`src/rtl/majority_pkg.sv`:
```
// majority_pkg: shared types and constants for the majority-vote round controller
// and the combinational majority block.
//   state_t       - round controller state encoding
//   tally_width() - bits needed to hold a tally of 0..n votes
//   DEFAULT_N / DEFAULT_MAJORITY - default round size and yes threshold
package majority_pkg;

    typedef enum logic [1:0] {
        IDLE    = 2'd0,
        COLLECT = 2'd1,
        DONE    = 2'd2
    } state_t;

    localparam int unsigned DEFAULT_N        = 5;
    localparam int unsigned DEFAULT_MAJORITY = 3;

    // Width of an unsigned counter able to hold the values 0..n.
    function automatic int unsigned tally_width(input int unsigned n);
        return $clog2(n + 1);
    endfunction

endpackage

```
`src/rtl/majority_idle_timer.sv`:
```
// majority_idle_timer: loadable down-counter that measures idle cycles between
// accepted votes.
//   clk, rst_n - clock and synchronous active-low reset
//   load       - reload the counter with TIMEOUT (round start or vote accept)
//   dec        - count one idle cycle
//   expire_c   - counter has run down to zero (combinational from the count)
module majority_idle_timer #(
    parameter int unsigned TIMEOUT = 16
) (
    input  logic clk,
    input  logic rst_n,
    input  logic load,
    input  logic dec,
    output logic expire_c
);

    localparam int unsigned TW = $clog2(TIMEOUT + 1);

    logic [TW-1:0] count;

    // Load wins over decrement; the count saturates at zero.
    always_ff @(posedge clk) begin
        if (!rst_n) begin
            count <= '0;
        end else if (load) begin
            count <= TW'(TIMEOUT);
        end else if (dec && (count != '0)) begin
            count <= count - TW'(1);
        end
    end

    assign expire_c = (count == '0);

endmodule

```
`src/rtl/majority_round_ctrl.sv`:
```
// majority_round_ctrl: runs one streamed majority-vote round over N votes,
// ending early as soon as the outcome is decided, or on idle timeout.
//   clk, rst_n           - clock and synchronous active-low reset
//   start                - begin a round (IDLE only)
//   abort                - cancel the round (COLLECT only), no done pulse
//   vote_valid, vote_bit - vote handshake input, 1 = yes
//   vote_ready           - vote accepted this cycle (decoded from state)
//   busy                 - round in progress (COLLECT or DONE)
//   done                 - one-cycle pulse, y/timed_out/tallies are final
//   y                    - round decision
//   timed_out            - round ended by idle timeout
//   yes_count, no_count  - tallies of the last or current round
module majority_round_ctrl
    import majority_pkg::*;
#(
    parameter  int unsigned N        = DEFAULT_N,
    parameter  int unsigned MAJORITY = DEFAULT_MAJORITY,
    parameter  int unsigned TIMEOUT  = 16,
    localparam int unsigned CW       = tally_width(N)
) (
    input  logic          clk,
    input  logic          rst_n,
    input  logic          start,
    input  logic          abort,
    input  logic          vote_valid,
    input  logic          vote_bit,
    output logic          vote_ready,
    output logic          busy,
    output logic          done,
    output logic          y,
    output logic          timed_out,
    output logic [CW-1:0] yes_count,
    output logic [CW-1:0] no_count
);

    localparam logic [CW-1:0] YES_LIMIT = CW'(MAJORITY);
    localparam logic [CW-1:0] NO_LIMIT  = CW'(N - MAJORITY);

    state_t        state_q;
    state_t        state_d;
    logic [CW-1:0] yes_d;
    logic [CW-1:0] no_d;
    logic [CW-1:0] yes_inc;
    logic [CW-1:0] no_inc;
    logic          y_d;
    logic          timed_out_d;
    logic          accept;
    logic          expire;
    logic          timer_load;
    logic          timer_dec;

    assign vote_ready = (state_q == COLLECT);
    assign accept     = vote_valid && vote_ready;
    assign yes_inc    = yes_count + CW'(vote_bit);
    assign no_inc     = no_count + CW'(!vote_bit);

    // Reload on round start and on every accepted vote; count idle COLLECT cycles.
    assign timer_load = ((state_q == IDLE) && start) || accept;
    assign timer_dec  = (state_q == COLLECT) && !accept;

    majority_idle_timer #(
        .TIMEOUT (TIMEOUT)
    ) u_idle_timer (
        .clk      (clk),
        .rst_n    (rst_n),
        .load     (timer_load),
        .dec      (timer_dec),
        .expire_c (expire)
    );

    // Next-state and next-output decode.
    always_comb begin
        state_d     = state_q;
        yes_d       = yes_count;
        no_d        = no_count;
        y_d         = y;
        timed_out_d = timed_out;

        unique case (state_q)
            IDLE: begin
                if (start) begin
                    yes_d       = '0;
                    no_d        = '0;
                    y_d         = 1'b0;
                    timed_out_d = 1'b0;
                    state_d     = COLLECT;
                end
            end
            COLLECT: begin
                // Priority: abort, then vote accept, then timeout.
                if (abort) begin
                    y_d     = 1'b0;
                    state_d = IDLE;
                end else if (accept) begin
                    yes_d = yes_inc;
                    no_d  = no_inc;
                    if (yes_inc >= YES_LIMIT) begin
                        y_d     = 1'b1;
                        state_d = DONE;
                    end else if (no_inc > NO_LIMIT) begin
                        y_d     = 1'b0;
                        state_d = DONE;
                    end
                end else if (expire) begin
                    y_d         = 1'b0;
                    timed_out_d = 1'b1;
                    state_d     = DONE;
                end
            end
            DONE: begin
                state_d = IDLE;
            end
            default: begin
                state_d = IDLE;
            end
        endcase
    end

    // State and registered outputs; done/busy are registered decodes of the next state.
    always_ff @(posedge clk) begin
        if (!rst_n) begin
            state_q   <= IDLE;
            yes_count <= '0;
            no_count  <= '0;
            y         <= 1'b0;
            timed_out <= 1'b0;
            done      <= 1'b0;
            busy      <= 1'b0;
        end else begin
            state_q   <= state_d;
            yes_count <= yes_d;
            no_count  <= no_d;
            y         <= y_d;
            timed_out <= timed_out_d;
            done      <= (state_d == DONE);
            busy      <= (state_d != IDLE);
        end
    end

endmodule

```
`config.mk`:
```
export PLATFORM = sky130hd
export DESIGN_NAME = majority_round_ctrl
export DESIGN_NICKNAME = d
export VERILOG_FILES = /design/src/rtl/majority_pkg.sv /design/src/rtl/majority_idle_timer.sv /design/src/rtl/majority_round_ctrl.sv
export SDC_FILE = /design/constraint.sdc
export NUM_CORES = 1
export LEC_CHECK = 0
export ABC_AREA = 1
export CAP_MARGIN = 40
export CELL_PAD_IN_SITES_DETAIL_PLACEMENT = 1
export CELL_PAD_IN_SITES_GLOBAL_PLACEMENT = 1
export CORE_ASPECT_RATIO = 1.75
export CORE_UTILIZATION = 38
export CTS_CLUSTER_DIAMETER = 30
export DETAILED_ROUTE_END_ITERATION = 12
export MAX_ROUTING_LAYER = met4
export PLACE_DENSITY_LB_ADDON = 0.3
export SLEW_MARGIN = 20
export SYNTH_ARGS = -nofsm -noshare
export SYNTH_HDL_FRONTEND = slang
export SYNTH_SLANG_ARGS = --single-unit
export TNS_END_PERCENT = 20
```
`constraint.sdc`:
```
create_clock -name clk -period 4.3 [get_ports clk]
set_input_delay 0.645 -clock clk [delete_from_list [all_inputs] [get_ports clk]]
set_output_delay 0.645 -clock clk [all_outputs]
set_load 0.01 [all_outputs]
```
* Yosys cells after proc, flatten, opt, wreduce, memory -nomap -nowiden *
Index checks and enable logic that the tools add are counted.

storage, ports and cells
  bits of input ports = 6
  word-level logic and storage cells = 68
  register bits after elaboration = 17
  output and inout port bits = 11

operators by class
  equality and inequality tests = 9
  multiplexer cells = 27
  bitwise logic cells = 1
  reduce and logical (&&, ||, !) cells = 17
  add/sub/neg operators = 3
  $lt $le $gt $ge = 2

operator list
  kind                                                  number
  two-way mux 3 bit                                     5
  two-way mux 2 bit                                     6
  case mux 3 bit (2 select lines)                       2
  two-way mux 5 bit                                     2
  two-way mux 1 bit                                     9
  AND reduction 4 bit                                   2
  adder 3 x 1 -> 3 bit                                  2
  != test 2 bit (second input constant)                 3
  nonzero test 2 bit                                    3
  logical NOT 5 bit                                     1
  != test 5 x 3 -> 1 bit (second input constant)        1
  AND reduction 5 bit                                   1
  nonzero test 5 bit                                    1
  subtractor 5 x 1 -> 5 bit (second input constant)     1
  logical AND 1 bit                                     4
  != test 2 x 1 -> 1 bit (second input constant)        2
  != test 4 x 2 -> 1 bit (second input constant)        1
  case mux 1 bit (2 select lines)                       2
  case mux 2 bit (2 select lines)                       1
  >= comparator 3 x 2 -> 1 bit (second input constant)  1
  > comparator 3 x 2 -> 1 bit (second input constant)   1
  equality test 2 x 1 -> 1 bit (second input constant)  1
  equality test 2 bit (second input constant)           1
  logical NOT 1 bit                                     2
  4 further kinds                                       4

* Logic depth before layout (Yosys ltp) *
Gate-level depths: netlist of the first run.

  word-level depth = 9
  mapped depth = 12
  gate-level depth less buffers = 12

* Modules after synthesis *
A second synthesis of the first run with hierarchy kept.

second synthesis, totals
  cell total of the unflattened synthesis = 128
  area, all modules = 902.1 um^2

by module, submodules not included
  module               cells an instance  area each (um^2)  sequential area each (um^2)  times used
  majority_round_ctrl  90                 634.4             240.2                        1
  majority_idle_timer  38                 267.8             100.1                        1

* Worst setup path before layout of the first run *
OpenSTA, ideal clock, no wires.

  path type = input-to-reg
  start point = input vote_bit
  end point = register y
  arrival = 1.703 ns
  setup time = 0.064 ns
  path buffers = 0
  path slack = 2.533 ns
  stages = 12
  required time = 4.236 ns
  path through = inv_1 > ha_1 > ha_1 > nand2_1 > inv_1 > nor2_1 > nand3_1 > nand2_1 > nand2_1 > nand3_1 > nand2_1 > nor2_1

on the way
  longest elaborated chain between the ends = 6
  elaborated cells between the ends (all ways) = 11
  those cells by class = 2 x add/sub; 2 x order compare; 1 x eq/ne; 4 x mux; 2 x reduce/logical

ends and longest elaborated chain
  element                          RTL line                    text
  start: declaration               majority_round_ctrl.sv:26   input logic vote_bit,
  adder 3 x 1 -> 3 bit             majority_round_ctrl.sv:54   assign yes_inc = yes_count + CW'(vote_bit);
  >= comparator 3 x 2 -> 1 bit     majority_round_ctrl.sv:97   if (yes_inc >= YES_LIMIT) begin
  two-way mux 1 bit                majority_round_ctrl.sv:97
  two-way mux 1 bit                majority_round_ctrl.sv:94   end else if (accept) begin
  two-way mux 1 bit                majority_round_ctrl.sv:91   if (abort) begin
  case mux 1 bit (2 select lines)  majority_round_ctrl.sv:79   unique case (state_q)
  end signal: assignment           majority_round_ctrl.sv:133  y <= y_d;
  end: declaration                 majority_round_ctrl.sv:30   output logic y,

Several ways; a longest one is shown, not always the timed one.
A chain may end at the register's enable or synchronous reset.

* Worst setup path in the final report of the first run *
Ends and elaborated chain as after synthesis.

==> results.toml, run 1 <==
[outcome]
status = "completed"

[sta]
timing.slew.headroom_pct = 72.2
layout_min_cycle_time_ns = 2.16
clock_skew_ns = 0.00203
fmax_ghz = 0.463
period_share_pct = 50.2
tightestPinTransition_ns = 0.416
setup_slack_ns = 2.14
finalSetupViolations = 0
finalMaxSlewViolations = 0
hold_viol_final = 0
fin_setup_tns_ns = 0
rsz0062_at_grt = "no"

[logic_synthesis]
synth_xor_area_share_pct = 2.83
synthAdderAreaFrac_pct = 8.10
syn-num-nets = 143
syn_area_um2 = 927
synth_compound_area_share_pct = 10.1
yosys.area_share.simple_pct = 33.7
yosys.cell_types.count = 24
synth_seq_area_share_pct = 36.7
ys_ff_latch = 17
synth_mux_area_share_pct = 0
yosys_warnings = 0
netlist_instances = 131
postSynthAreaPerCell_um2 = 7.08
synth_top_family_by_area = "simple AND/OR/NAND/NOR gates"

[global_routing]
grt_usage_pct = 22.6
grt_max_degree = 13
grt.overflow.total = 0
grt_antenna_before_repair = 0
grt_pass1_vias = 927
grt_pass1_wl_um = 3900

[routing]
drt_iter0_drc = 9
wl_um = 2330
vias = 880
drc = 0
dr.pass1.iters = 4
wl_per_cell_um = 13.3
vias_per_cell = 5.03
ant_nets = 0

[worst_setup_path]
slowest_delay_ns = 0.49
path_cells = "clkdlybuf4s50_1, inv_1, ha_1, ha_1, nand2_1, inv_1, nor2_1, nand3_1, nand2_1, nand2_1, nand3_1, nand2_1, nor2_1"
crit_slowest_cell = "clkdlybuf4s50_1"
endpoint_kind = "flip-flop"
rr_worst_depth = 11
path_max_fanout = 3
r2r-start = "yes_count[0]"
critical_path.top_delay_family = "simple AND/OR/NAND/NOR gates"
cp.arrival_ns = 2.36
critPathBufInv = 3
worst-setup-path-type = "primary input to flip-flop"
timing.reg2reg.setup_slack_ns = 2.73
cp_common_cell = "nand2_1"
r2r-end = "y"
start_kind = "primary input"
cp.required_ns = 4.50

[final_layout]
final_cell_mix = "nand2_1 (34), nor2_1 (17), dfxtp_1 (17)"
syn_to_final_growth_pct = 25.1
final_common_cell = "nand2_1"
drive_gt1_share_pct = 9.33
antenna_cells = 0
layout.nets = 163
final_cells = 175
final_core_util_pct = 50.4

[die]
rows = 23
ios = 17
core_area_um2 = 2300
start_util_pct = 40.3
die_h_um = 67.3
dieWidth_um = 39.3
dieArea_um2 = 2650

[clock_tree]
clockBufferDepth = 2
cts.sinks = 17
postCtsSetupBuffers = 0
cts_made_buffers = 3
post_cts_resized = 0
cts_tree = "built"
clk_pin_slew_ns = 0.06
cts_root_buf = "clkbuf_8"
cts_hold_buf = 0
clk_latency_ns = 0.26
h-tree-depth = 1

[min_path]
worstHoldPathCells = 2
hold_path.class = "flip-flop to flip-flop"
holdCritStartpoint = "u_idle_timer.count[0]"
min_to = "u_idle_timer.count[0]"

[placement]
dp_cells = 171
dp_hpwl_um = 1830
port-buffer-count = 16
place_ws_ns = 1.90
routabilityCongestion = 0.782

[run]
max_cap_violations = 0

[pwr]
pwr_density_cell_nw_per_um2 = 297
p_leak_nw = 0.519
peakVddDrop_mv = 0.217
## registers in the layout, indices dropped and copies added (netlist names)
signal and cells:
u_idle_timer.count 5, no_count 3, yes_count 3, state_q 2, busy 1, done 1, timed_out 1, y 1
## kinds of logic (layout without fill, tap and decap cells)
group                      after synthesis  count (layout)
and+or+nand+nor                         68              68
adders and majority gates                6               6
DFF                                     17              17
buffers and inverters                   20              39
AOI/OAI and AO/OA                       17              17
xor gates and xnor gates                 3               3
## synthesized netlist by cell type
cell / count / area, um2
nand3_4: 1 / 17.5
a22oi_1: 1 / 7.51
a21oi_1: 11 / 55.1
xnor2_1: 1 / 8.76
nand2_2: 2 / 12.5
nand2_1: 34 / 128
o21ai_0: 2 / 10.0
nor2_4: 2 / 22.5
nor2_1: 17 / 63.8
clkbuf_1: 1 / 3.75
inv_1: 15 / 56.3
a31oi_1: 2 / 12.5
dfxtp_1: 17 / 340
inv_4: 1 / 6.26
or2_0: 1 / 6.26
nand2_4: 1 / 11.3
inv_2: 2 / 7.51
xor2_1: 2 / 17.5
nand3_1: 7 / 35.0
nand4_1: 1 / 6.26
clkinv_2: 1 / 5.00
nor3_1: 2 / 10.0
o21ai_2: 1 / 8.76
ha_1: 6 / 75.1
## metrics by stage
stage               hold slack (ns)  total power, mW  instance area, um2
floorplan                     0.440            0.205                 927
detailed placement            0.468            0.226                1110
global placement              0.453            0.224                1110
CTS                           0.477            0.350                1160
global route                  0.525            0.363                1160
finish                        0.469            0.345                1160
## power by group
| part | leakage (nW) | total, mW | internal [mW] | switching (mW) |
|---|---|---|---|---|
| Clock | 0.0228 | 0.122 | 0.0660 | 0.0565 |
| Combinational | 0.358 | 0.0562 | 0.0225 | 0.0337 |
| Sequential | 0.138 | 0.166 | 0.163 | 0.00371 |
| Total | 0.519 | 0.345 | 0.251 | 0.0940 |
## worst max-delay path by stage
stage,from,end,slack (ns),depth (start not counted)
after floorplan,vote_bit,y,2.53,12
after global placement,vote_bit,y,1.93,13
after detailed placement,vote_bit,y,1.90,13
after CTS,vote_bit,y,2.12,13
after global routing,vote_bit,y,1.87,13
final,vote_bit,y,2.14,13
## final cells by class
| type | instances | area, um2 |
|---|---|---|
| sequential | 17 | 340 |
| timing repair buffer | 16 | 160 |
| fill | 302 | 1140 |
| multi-input combinational | 94 | 508 |
| tap | 25 | 31.3 |
| clock buffer | 4 | 45.0 |
| inverter | 19 | 75.1 |
## layer usage
| metal | track usage (%) | share of wire [%] | vias up |
|---|---|---|---|
| met1 | 19.5 | 37 | 413 |
| li1 | - | - | 450 |
| met2 | 42.7 | 58 | 12 |
| met3 | 3.29 | 2.4 | 5 |
| met4 | 12.9 | 2.7 | 0 |
| met5 | - | 0 | - |
## worst register-to-register path, cell delays in order (launching register included)
cell and delay [ns]:
dfxtp_1 0.32, ha_1 0.18, ha_1 0.28, nand2_1 0.10
inv_1 0.05, nor2_1 0.11, nand3_1 0.07, nand2_1 0.12
nand2_1 0.08, nand3_1 0.07, nand2_1 0.05, nor2_1 0.07
(Power assumes the default switching activity.)
==> inputs of run 2 (changes only) <==
--- a/config.mk
+++ b/config.mk
@@ -10,7 +10,7 @@
 export CELL_PAD_IN_SITES_DETAIL_PLACEMENT = 1
 export CELL_PAD_IN_SITES_GLOBAL_PLACEMENT = 1
 export CORE_ASPECT_RATIO = 1.75
-export CORE_UTILIZATION = 38
+export CORE_UTILIZATION = 32
 export CTS_CLUSTER_DIAMETER = 30
 export DETAILED_ROUTE_END_ITERATION = 12
 export MAX_ROUTING_LAYER = met4
==> constraint.sdc (replaced) <==
create_clock -name clk -period 1.85 [get_ports clk]
set_input_delay 0.2775 -clock clk [delete_from_list [all_inputs] [get_ports clk]]
set_output_delay 0.2775 -clock clk [all_outputs]
set_load 0.01 [all_outputs]
==> run 2 against run 1 <==
Net effect: sequential share of layout area shrank 0.50 points; setup slack worse by 1.9 ns; worst hold slack worse by 0.0068 ns; critical endpoint is now vote_ready; critical path depth is 9 lower; sequential power rose by 130%; critical path type is now flip-flop to output port.
==> results.toml, run 2 (synthesized netlist as in run 1, its figures left out) <==
[global_routing]
grt_pass1_wl_um = 3990
grt_antenna_before_repair = 0
grt.overflow.total = 0
grt_max_degree = 10
grt_pass1_vias = 895
grt_usage_pct = 17.3

[routing]
vias_per_cell = 4.98
dr.pass1.iters = 4
drt_iter0_drc = 12
wl_per_cell_um = 12.9
vias = 892
ant_nets = 0
drc = 0
wl_um = 2310

[clock_tree]
postCtsSetupBuffers = 0
cts_tree = "built"
cts.sinks = 17
h-tree-depth = 1
clk_pin_slew_ns = 0.07
cts_root_buf = "clkbuf_8"
clk_latency_ns = 0.25
clockBufferDepth = 2
cts_made_buffers = 3

[final_layout]
design_area_um2 = 1180
antenna_cells = 0
reg_top3 = "u_idle_timer.count: 5 flops, no_count: 3 flops, yes_count: 3 flops"
final_cells = 179
regMostFlops = "u_idle_timer.count"
final_cell_mix = "nand2_1 (34), nor2_1 (17), dfxtp_1 (17)"
largest_reg_flops = 5
syn_to_final_growth_pct = 27.3
drive_gt1_share_pct = 10.5
layout.nets = 165
final_common_cell = "nand2_1"

[pwr]
pwr_density_cell_nw_per_um2 = 679
p_leak_nw = 0.538
peakVddDrop_mv = 0.452
power.share.combinational_pct = 17.2
sw_frac_of_total_pct = 26.6
power.internal_uw = 588
clkPwrFrac_pct = 34.6
switchingPower_uw = 213
power_frac_seq_pct = 48.2

[worst_setup_path]
endpoint_kind = "output port"
start_kind = "flip-flop"
cp.required_ns = 1.57
slowest_delay_ns = 0.53
crit_slowest_cell = "clkdlybuf4s50_1"
path_cells = "inv_2, nand2_4, inv_4, clkdlybuf4s50_1"
worst-setup-path-type = "flip-flop to output port"
path_max_fanout = 4
cp.arrival_ns = 1.37

[placement]
dp_cells = 175
dp_hpwl_um = 1870
place_area_um2 = 1130
routabilityCongestion = 0.772
port-buffer-count = 16

[die]
rows = 25
dieArea_um2 = 3130
die_h_um = 73.2
ios = 17
core_area_um2 = 2720
dieWidth_um = 42.7
start_util_pct = 34.1

[outcome]
status = "completed"

[run]
max_cap_violations = 0

[sta]
finalSetupViolations = 0
period_share_pct = 89.1
clock_skew_ns = 0.00218
layout_min_cycle_time_ns = 1.65
fin_setup_tns_ns = 0
tightestPinTransition_ns = 0.323
hold_viol_final = 0
rsz0062_at_grt = "no"
fmax_ghz = 0.607
finalMaxSlewViolations = 0
timing.slew.headroom_pct = 78.5

[min_path]
hold_path.class = "flip-flop to flip-flop"
## run 2: cell count changes in the layout (fill, tap and decap cells not counted)
cell / before / now
buf_4: 0 / 2
dlymetal6s2s_1: 0 / 1
clkdlybuf4s50_1: 16 / 15
## run 2: layer usage
layer | wire length (um) | track usage, % | vias up | part of all wire [%]
met5 | 0 | - | - | 0
met3 | 63 | 2.48 | 5 | 2.7
met2 | 1270 | 30.6 | 16 | 55
li1 | - | - | 455 | -
met1 | 932 | 18.2 | 416 | 40
met4 | 46 | 8.33 | 0 | 2.0
## run 2: layout make-up
cell class / count / area (um2)
well taps: 27 / 33.8
inverters: 19 / 75.1
flip-flops and latches: 17 / 340
repair buffers: 18 / 178
fillers: 351 / 1540
clock buffers: 4 / 45.0
multi-input cells: 94 / 508
## run 2: through the flow
step	worst slack [ns]	power, mW	utilization [%]	hold slack (ns)
finish	0.202	0.801	43.4	0.463
global route	0.0838	0.845	43.4	0.495
CTS	0.0658	0.814	43.3	0.467
detailed placement	-0.192	0.532	41.6	0.457
global placement	-0.116	0.529	41.6	0.453
floorplan	0.416	0.476	-	0.398
## run 2: path summary, 6_finish.rpt
kind / cells after the start / to / start / slack, ns
max: 4 / vote_ready / state_q[1] / 0.20
min: 2 / u_idle_timer.count[0] / u_idle_timer.count[0] / 0.46
max reg2reg: 11 / y / yes_count[0] / 0.32
min reg2reg: 2 / u_idle_timer.count[0] / u_idle_timer.count[0] / 0.46
## run 2: worst max-delay path, delay by kind of cell, from the launching register on
kind	cells	cell delay (ns)
and+or+nand+nor	1	0.09
DFF	1	0.33
buffers and inverters	3	0.70
## run 2: timing repair
item,4_1_cts,5_1_grt
resized for setup,0,1
hold buffers,0,0
endpoints found under the setup margin,0,1
## run 2: power by group through the flow
stage          logic [mW]  registers (mW)  clock network [mW]
4_1_cts             0.139           0.386               0.289
3_5_place_dp        0.137           0.395                   0
6_report            0.137           0.386               0.277
5_1_grt             0.153           0.388               0.304
2_1_floorplan      0.0798           0.396                   0
3_3_place_gp        0.135           0.394                   0
==> inputs of run 3 (changes only) <==
--- a/config.mk
+++ b/config.mk
@@ -10,12 +10,12 @@
 export CELL_PAD_IN_SITES_DETAIL_PLACEMENT = 1
 export CELL_PAD_IN_SITES_GLOBAL_PLACEMENT = 1
 export CORE_ASPECT_RATIO = 1.75
-export CORE_UTILIZATION = 32
+export CORE_UTILIZATION = 30
 export CTS_CLUSTER_DIAMETER = 30
 export DETAILED_ROUTE_END_ITERATION = 12
 export MAX_ROUTING_LAYER = met4
 export PLACE_DENSITY_LB_ADDON = 0.3
-export SLEW_MARGIN = 20
+export SLEW_MARGIN = 10
 export SYNTH_ARGS = -nofsm -noshare
 export SYNTH_HDL_FRONTEND = slang
 export SYNTH_SLANG_ARGS = --single-unit
==> run 3 against run 2 <==
Net effect: the flow now finishes with violations (DRC); maximum frequency decreased by 0.59%; via count decreased by 0.78%; cell area increased by 0.21%; clock skew increased by 0.0019 ns; register-to-register slack about the same; final cell count increased by 0.56%; critical endpoint unchanged.
==> results.toml, run 3 (synthesized netlist as in run 1, its figures left out) <==
[worst_setup_path]
worst-setup-path-type = "flip-flop to output port"
start_kind = "flip-flop"
cp.arrival_ns = 1.38
cp.required_ns = 1.57
endpoint_kind = "output port"
path_max_fanout = 4

[clock_tree]
clk_pin_slew_ns = 0.07
cts_root_buf = "clkbuf_8"
clockBufferDepth = 2
cts_tree = "built"
cts_made_buffers = 3
postCtsSetupBuffers = 0
h-tree-depth = 1
clk_latency_ns = 0.25
cts.sinks = 17

[sta]
layout_min_cycle_time_ns = 1.66
period_share_pct = 89.6
finalMaxSlewViolations = 0
finalSetupViolations = 0
timing.slew.headroom_pct = 78.8
tightestPinTransition_ns = 0.318
fmax_ghz = 0.603
rsz0062_at_grt = "no"
clock_skew_ns = 0.00405
holdWs_ns = 0.467
hold_viol_final = 0
fin_setup_tns_ns = 0

[final_layout]
antenna_cells = 0
final_common_cell = "nand2_1"
largest_reg_flops = 5
syn_to_final_growth_pct = 27.5
design_area_um2 = 1180
drive_gt1_share_pct = 11.2
layout.nets = 165
final_cell_mix = "nand2_1 (34), nor2_1 (17), dfxtp_1 (17)"
reg_top3 = "u_idle_timer.count: 5 flops, no_count: 3 flops, yes_count: 3 flops"
regMostFlops = "u_idle_timer.count"
final_cells = 180

[placement]
dp_cells = 176
routabilityCongestion = 0.741
place_area_um2 = 1130
dp_hpwl_um = 1860
port-buffer-count = 16

[die]
dieArea_um2 = 3330
start_util_pct = 31.7
core_area_um2 = 2930
die_h_um = 75.5
rows = 26
dieWidth_um = 44.0
ios = 17

[routing]
wl_per_cell_um = 12.4
drt_iter0_drc = 10
vias_per_cell = 4.92
dr.pass1.iters = 8
vias = 885
ant_nets = 0
wl_um = 2230
drc = 1

[min_path]
hold_path.class = "flip-flop to flip-flop"

[global_routing]
grt_pass1_vias = 881
grt.overflow.total = 0
grt_max_degree = 11
grt_usage_pct = 15.4
grt_pass1_wl_um = 3700
grt_antenna_before_repair = 0

[run]
max_cap_violations = 0

[pwr]
pwr_density_cell_nw_per_um2 = 673
peakVddDrop_mv = 0.501
p_leak_nw = 0.540
totalPowerFinal_uw = 795

[outcome]
violations = "DRC"
status = "finished, violations left"
## run 3: cell count changes in the layout (fill, tap and decap cells not counted), sizes merged
cell / before / now
clkbuf: 4 / 3
clkinv: 1 / 2
## run 3: repair_timing
item                                   CTS  global route
resized for setup                        0             1
setup endpoints to repair                0             4
hold buffers                             0             0
endpoints found under the hold margin    0             0
## run 3: metal layers
metal  GRT usage (%)  vias up  routed length (um)
met3            2.37        2                  36
met2            30.6        9                1310
met1            14.2      419                 859
met4            5.05        0                  23
li1                -      455                   -
met5               -        -                   0
## run 3: layout make-up
| cell class | instances | area (um2) |
|---|---|---|
| Inverter | 19 | 75.1 |
| Multi-Input combinational cell | 94 | 508 |
| Clock buffer | 3 | 41.3 |
| Clock inverter | 1 | 5.00 |
| Timing Repair Buffer | 18 | 178 |
| Tap cell | 28 | 35.0 |
| Sequential cell | 17 | 340 |
| Fill cell | 385 | 1750 |
## run 3: through the flow
stage | worst slack (ns) | util, %
after floorplan | 0.416 | -
after global placement | -0.122 | 38.7
after detailed placement | -0.186 | 38.7
after CTS | 0.0690 | 40.3
after global routing | 0.135 | 40.4
final | 0.193 | 40.4
## run 3: worst max-delay path, stage by stage, from the launching register on
cell and delay, ns:
dfxtp_1 0.40, nand2_4 0.10, inv_4 0.08, clkdlybuf4s50_1 0.54
## run 3: power by group
group / internal (mW) / leakage [nW] / switching [mW]
registers: 0.378 / 0.138 / 0.00846
logic: 0.0572 / 0.377 / 0.0793
clock network: 0.149 / 0.0255 / 0.123
## run 3: path summary, 6_finish.rpt
kind              depth (start not counted)  slack (ns)                  start                     to
setup reg to reg                         10        0.31           yes_count[0]                      y
hold reg to reg                           2        0.47  u_idle_timer.count[0]  u_idle_timer.count[0]
setup / recovery                          3        0.19             state_q[0]             vote_ready
hold / removal                            2        0.47  u_idle_timer.count[0]  u_idle_timer.count[0]
==> RTL change 1 (flow settings as in run 1) <==
`TIMEOUT` is set to 16 in 2 places; all go to 8.
--- a/src/rtl/majority_idle_timer.sv
+++ b/src/rtl/majority_idle_timer.sv
@@ -5,7 +5,7 @@
 //   dec        - count one idle cycle
 //   expire_c   - counter has run down to zero (combinational from the count)
 module majority_idle_timer #(
-    parameter int unsigned TIMEOUT = 16
+    parameter int unsigned TIMEOUT = 8
 ) (
     input  logic clk,
     input  logic rst_n,
--- a/src/rtl/majority_round_ctrl.sv
+++ b/src/rtl/majority_round_ctrl.sv
@@ -15,7 +15,7 @@
 #(
     parameter  int unsigned N        = DEFAULT_N,
     parameter  int unsigned MAJORITY = DEFAULT_MAJORITY,
-    parameter  int unsigned TIMEOUT  = 16,
+    parameter  int unsigned TIMEOUT  = 8,
     localparam int unsigned CW       = tally_width(N)
 ) (
     input  logic          clk,
Behaviour: no difference found for any inputs over 10 cycles, from zero or initial values and one cycle with rst_n low; that may be too few to reach the edited logic, so the function may still have changed.
==> RTL change 1 against run 1 <==
Non-clock buffer count unchanged. Synthesized cell count is 6.1% lower. Synthesized area fell by 5.4%. Hold slack worse by 0.0036 ns. Final cell count fell by 5.1%. Wire length decreased by 5.1%. Global-route usage decreased by 0.59 points. Worst setup slack gained 0.016 ns. Fmax is 0.73% higher. Final area is 6.0% lower. Sequential cell count decreased by 1. Power fell by 16%. Register-to-register slack hardly changed. Critical path type unchanged. Critical endpoint is now state_q[0].
==> RTL change 1: results (changes against run 1) <==
outcome:
  outcome: "finished, final reports clean"
placement:
  gp_congestion: 0.7668  # -1.9%
  port_buffers: 16  # unchanged
  dp_cells: 163  # -4.7%
  place_hpwl_mm: 1.853  # +1.0%
grt:
  grt_antenna_before_repair: 0  # unchanged
  grt_max_degree: 11  # -2
  grt_util_all_layers_pct: 22.04  # -0.59 points
  first_global_vias: 886  # -4.4%
  grt_first_pass_wirelength_mm: 3.781  # -3.0%
  overflow: 0  # unchanged
synthesis:
  syn-num-nets: 134  # -6.3%
  synth_compound_area_share_pct: 9.986  # -0.14 points
  synth_xor_area_share_pct: 0  # -2.8 points
  synthAdderAreaFrac_pct: 7.133  # -0.96 points
  async_flop_share_pct: 0  # unchanged
  synth_cell_types: 21  # -13%
  synth_common_cells: "34 x nand2_1, 18 x inv_1, 16 x dfxtp_1"
  synthMuxAreaShare_pct: 0  # unchanged
  ys_seq_area_share_pct: 36.52  # -0.19 points
  syn_avg_cell_area_um2: 7.131  # +0.75%
  synth-main-ff-cell: "dfxtp_1"
  synth_area_leaders: "dfxtp_1 37%, nand2_1 15%, inv_1 7.7%, ha_1 7.1%, a21oi_1 5.7%"
  yosys_warnings: 0  # unchanged
power_and_ir_drop:
  p_leak_nw: 0.5047  # -2.7%
  power.internal_w: 0.0002076  # -17%
  combPwrFrac_pct: 18.8  # +2.5 points
  p_clk_share_pct: 27.1  # -8.4 points
  vdd_drop_max_uv: 183.3  # -16%
layout:
  drive_gt1_share_pct: 11.97  # +2.6 points
  top_regs: "u_idle_timer.count (4), no_count (3), yes_count (3)"
  fin_cells: 166  # -5.1%
  fill_cells: 290  # -4.0%
  antennaDiodeCount: 0  # unchanged
worst_setup_path:
  cp.arrival_ns: 2.36  # about the same
  reg2reg_setup_slack_ns: 2.72  # about the same
  cp_max_fo: 3  # unchanged
  cpLargestDelayFamily: "buffers and inverters"
  max_stage_delay_ns: 0.48
  slowest_stage: "clkdlybuf4s50_1"
  r2r_cells: 10  # -1
hold_path:
  hp-class: "reg2reg"
  min_delay_path_depth: 2  # unchanged
clocking:
  h-tree-depth: 1  # unchanged
  cts_resized: 0  # unchanged
  clk_pin_slew_ns: 0.09  # +0.03 ns
  root_buffer: "clkbuf_4"
  post-cts-setup-buffers: 0  # unchanged
  insertion_delay_ns: 0.29  # +0.03 ns
  clockBufferDepth: 2  # unchanged
  cts_made_buffers: 3  # unchanged
detailed_routing:
  dr.pass1.iters: 3  # -1
  vias: 826  # -6.1%
  first_iter_violations: 18  # +9
  wl_per_cell_um: 13.30  # about the same
sta:
  fin_worst_skew_ns: 0.006047  # +0.004017 ns
  tightest_slew_ns: 0.2711  # -0.1453 ns
run:
  max-cap-violations: 0  # unchanged
[RTL change 1: metrics by stage]
stage           power, W  setup WS [ns]  utilization, %  area (µm²)  hold WS (ns)
5_1_grt        0.0003087          2.012           50.76        1090        0.4895
2_1_floorplan  0.0001935          2.530               -       877.1        0.4391
3_3_place_gp   0.0002127          1.935           49.71        1067        0.4370
6_report       0.0002893          2.158           50.76        1090        0.4658
4_1_cts        0.0002924          2.132           50.76        1090        0.4705
3_5_place_dp   0.0002155          1.835           49.71        1067        0.4589
[RTL change 1: layer usage]
| metal | up-vias | global-route usage [%] | part of all wire, % |
|---|---|---|---|
| li1 | 428 | - | - |
| met1 | 381 | 21.75 | 37 |
| met2 | 12 | 39.62 | 58 |
| met3 | 5 | 4.054 | 2.9 |
| met4 | 0 | 9.375 | 2.1 |
| met5 | - | - | 0 |
[RTL change 1: worst paths after layout]
check                                  start         end
worst min register to register     timed_out   timed_out
worst max-delay path                vote_bit  state_q[0]
worst min-delay path               timed_out   timed_out
worst max register to register  yes_count[0]           y
[RTL change 1: worst register-to-register path, delay by kind of cell, from the launching register on]
| family | cells | cell delay (ns) |
|---|---|---|
| and+or+nand+nor | 7 | 0.63 |
| adders and majority gates | 2 | 0.48 |
| DFF | 1 | 0.34 |
| buffers and inverters | 1 | 0.05 |
[RTL change 1: area by class of cell]
| class | instances | area (µm²) | area share (%) |
|---|---|---|---|
| Multi-Input combinational cell | 85 | 474.2 | 43.51 |
| Clock buffer | 3 | 22.52 | 2.067 |
| Tap cell | 24 | 30.03 | 2.755 |
| Sequential cell | 16 | 320.3 | 29.39 |
| Timing Repair Buffer | 16 | 160.2 | 14.70 |
| Inverter | 22 | 82.58 | 7.577 |
==> RTL change 2 (flow settings as in run 1) <==
Without the edit above. Encoding of `state_t`: now one-hot (3 bits for 3 states).
--- a/src/rtl/majority_pkg.sv
+++ b/src/rtl/majority_pkg.sv
@@ -5,10 +5,10 @@
 //   DEFAULT_N / DEFAULT_MAJORITY - default round size and yes threshold
 package majority_pkg;
 
-    typedef enum logic [1:0] {
-        IDLE    = 2'd0,
-        COLLECT = 2'd1,
-        DONE    = 2'd2
+    typedef enum logic [2:0] {
+        IDLE    = 3'b001,
+        COLLECT = 3'b010,
+        DONE    = 3'b100
     } state_t;
 
     localparam int unsigned DEFAULT_N        = 5;
Formal check against the unedited RTL: no difference found for any inputs over 10 cycles, from zero or initial values and one cycle with rst_n low; not proved beyond that.
==> RTL change 2 against run 1 <==
Register-to-register slack got worse by 0.05 ns. Via count fell by 3.4%. Global-route usage fell by 3.4 points. Final area rose by 0.43%. Combinational power decreased by 36%. Core utilization increased by 0.86 points. Final cell count is 4.0% lower. Power grew 1.2%. Worst setup slack worse by 0.053 ns. Wire length down 12%. Synthesized area decreased by 0.94%. Sequential cell count rose by 1. First-iteration DRC count grew to 2.9 times the old value. Critical endpoint unchanged. Highest routed layer unchanged.
==> RTL change 2: results (changes against run 1) <==
outcome:
  outcome: "finished, final reports clean"
synthesis:
  synth_cell_types: 22  # -8.3%
  async_flop_share_pct: 0  # unchanged
  synthAdderAreaFrac_pct: 8.174  # +0.077 points
  synth_xor_area_share_pct: 1.907  # -0.93 points
  ys_seq_area_share_pct: 39.24  # +2.5 points
  syn-num-nets: 135  # -5.6%
  synth_compound_area_share_pct: 11.04  # +0.91 points
  synth_common_cells: "37 x nand2_1, 18 x dfxtp_1, 14 x inv_1"
  yosys_warnings: 0  # unchanged
  synth_area_leaders: "dfxtp_1 39%, nand2_1 15%, ha_1 8.2%, a21oi_1 7.1%, inv_1 5.7%"
  synth-main-ff-cell: "dfxtp_1"
  synthMuxAreaShare_pct: 0  # unchanged
clocking:
  h-tree-depth: 1  # unchanged
  cts_made_buffers: 3  # unchanged
  post-cts-setup-buffers: 0  # unchanged
  insertion_delay_ns: 0.25
  cts_resized: 0  # unchanged
  clockBufferDepth: 2  # unchanged
  clk_pin_slew_ns: 0.07
  root_buffer: "clkbuf_8"
placement:
  dpl_cell_area_um2: 1110  # -0.45%
  port_buffers: 16  # unchanged
  place_hpwl_mm: 1.627  # -11%
  gp_congestion: 0.8509  # +8.9%
floorplanning:
  dieArea_um2: 2625  # -0.91%
detailed_routing:
  first_iter_violations: 26  # +17
  wirelength_mm: 2.051  # -12%
  dr.pass1.iters: 2  # -2
  via_per_inst: 5.060  # +0.62%
worst_setup_path:
  critPathCapture: "y"
  crit-reg2reg-launch: "yes_count[0]"
  startpoint: "vote_bit"
  r2r_cells: 10  # -1
  cp_max_fo: 3  # unchanged
  reg2reg_setup_slack_ns: 2.68  # -0.05 ns
power_and_ir_drop:
  p_leak_nw: 0.4847  # -6.6%
  combPwrFrac_pct: 10.3  # -6.0 points
  vdd_drop_max_uv: 227.9  # +4.9%
  power.internal_w: 0.0002671  # +6.4%
layout:
  largest_register_ff_count: 5  # unchanged
  drive_gt1_share_pct: 12.59  # +3.3 points
  fin_nets: 156  # -4.3%
  regMostFlops: "u_idle_timer.count"
  antennaDiodeCount: 0  # unchanged
grt:
  grt_util_all_layers_pct: 19.20  # -3.4 points
  grt_max_degree: 11  # -2
  grt_antenna_before_repair: 0  # unchanged
  grt_first_pass_wirelength_mm: 3.463  # -11%
  first_global_vias: 846  # -8.7%
sta:
  fin_worst_skew_ns: 0.0009278  # -0.001102 ns
  maxSlewHeadroom_pct: 76.80  # +4.6 points
hold_path:
  hp-class: "reg2reg"
[RTL change 2: per-layer routing]
metal	vias up	part of all wire (%)	track usage, %
met3	4	2.0	2.000
met4	0	1.8	8.190
met1	406	37	19.05
met2	12	59	35.42
met5	-	0	-
li1	428	-	-
[RTL change 2: worst min path at each step]
stage | from | to | slack [ns] | cells past startpoint
final | u_idle_timer.count[0] | u_idle_timer.count[0] | 0.47 | 2
after global routing | u_idle_timer.count[0] | u_idle_timer.count[0] | 0.50 | 2
after CTS | u_idle_timer.count[0] | u_idle_timer.count[0] | 0.48 | 2
after detailed placement | u_idle_timer.count[0] | u_idle_timer.count[0] | 0.47 | 2
after global placement | u_idle_timer.count[0] | u_idle_timer.count[0] | 0.45 | 2
after floorplan | u_idle_timer.count[0] | u_idle_timer.count[0] | 0.44 | 2
[RTL change 2: logic make-up (layout without fill, tap and decap cells)]
| family | after synthesis | in the layout |
|---|---|---|
| and+or+nand+nor | 60 | 60 |
| buffers and inverters | 19 | 39 |
| AOI/OAI and AO/OA | 18 | 18 |
| DFF | 18 | 18 |
| adders and majority gates | 6 | 6 |
| xor gates and xnor gates | 2 | 2 |
[RTL change 2: through the flow]
stage               hold WS (ns)  util (%)  std cells  setup slack [ns]
finish                    0.4707     51.24        168             2.089
global route              0.4977     51.24        168             1.977
floorplan                 0.4409         -        123             2.485
global placement          0.4525     48.82        164             1.891
detailed placement        0.4672     48.82        164             1.812
CTS                       0.4773     51.24        168             2.087
[RTL change 2: cell type report]
class | instances | area [µm²]
clock buffers | 4 | 55.05
fillers | 298 | 1109
inverters | 19 | 71.32
multi-input cells | 86 | 486.7
flip-flops and latches | 18 | 360.3
well taps | 25 | 31.28
repair buffers | 16 | 160.2
[RTL change 2: worst max-delay path, stage by stage]
cell and delay (ns):
clkdlybuf4s50_1 0.48, inv_1 0.05, ha_1 0.20, ha_1 0.29
nand2_1 0.06, inv_1 0.03, nor2_1 0.10, nand2_1 0.06
nand2_1 0.09, nand3_1 0.13, a21oi_1 0.15, nor2_1 0.06
[RTL change 2: power groups by stage]
stage          clock, W  combinational (W)  sequential (W)
3_5_place_dp          0          0.0000365        0.000178
6_report       0.000139          0.0000361        0.000174
3_3_place_gp          0          0.0000356        0.000178
2_1_floorplan         0          0.0000205        0.000178
5_1_grt        0.000150          0.0000399        0.000174
4_1_cts        0.000144          0.0000366        0.000174
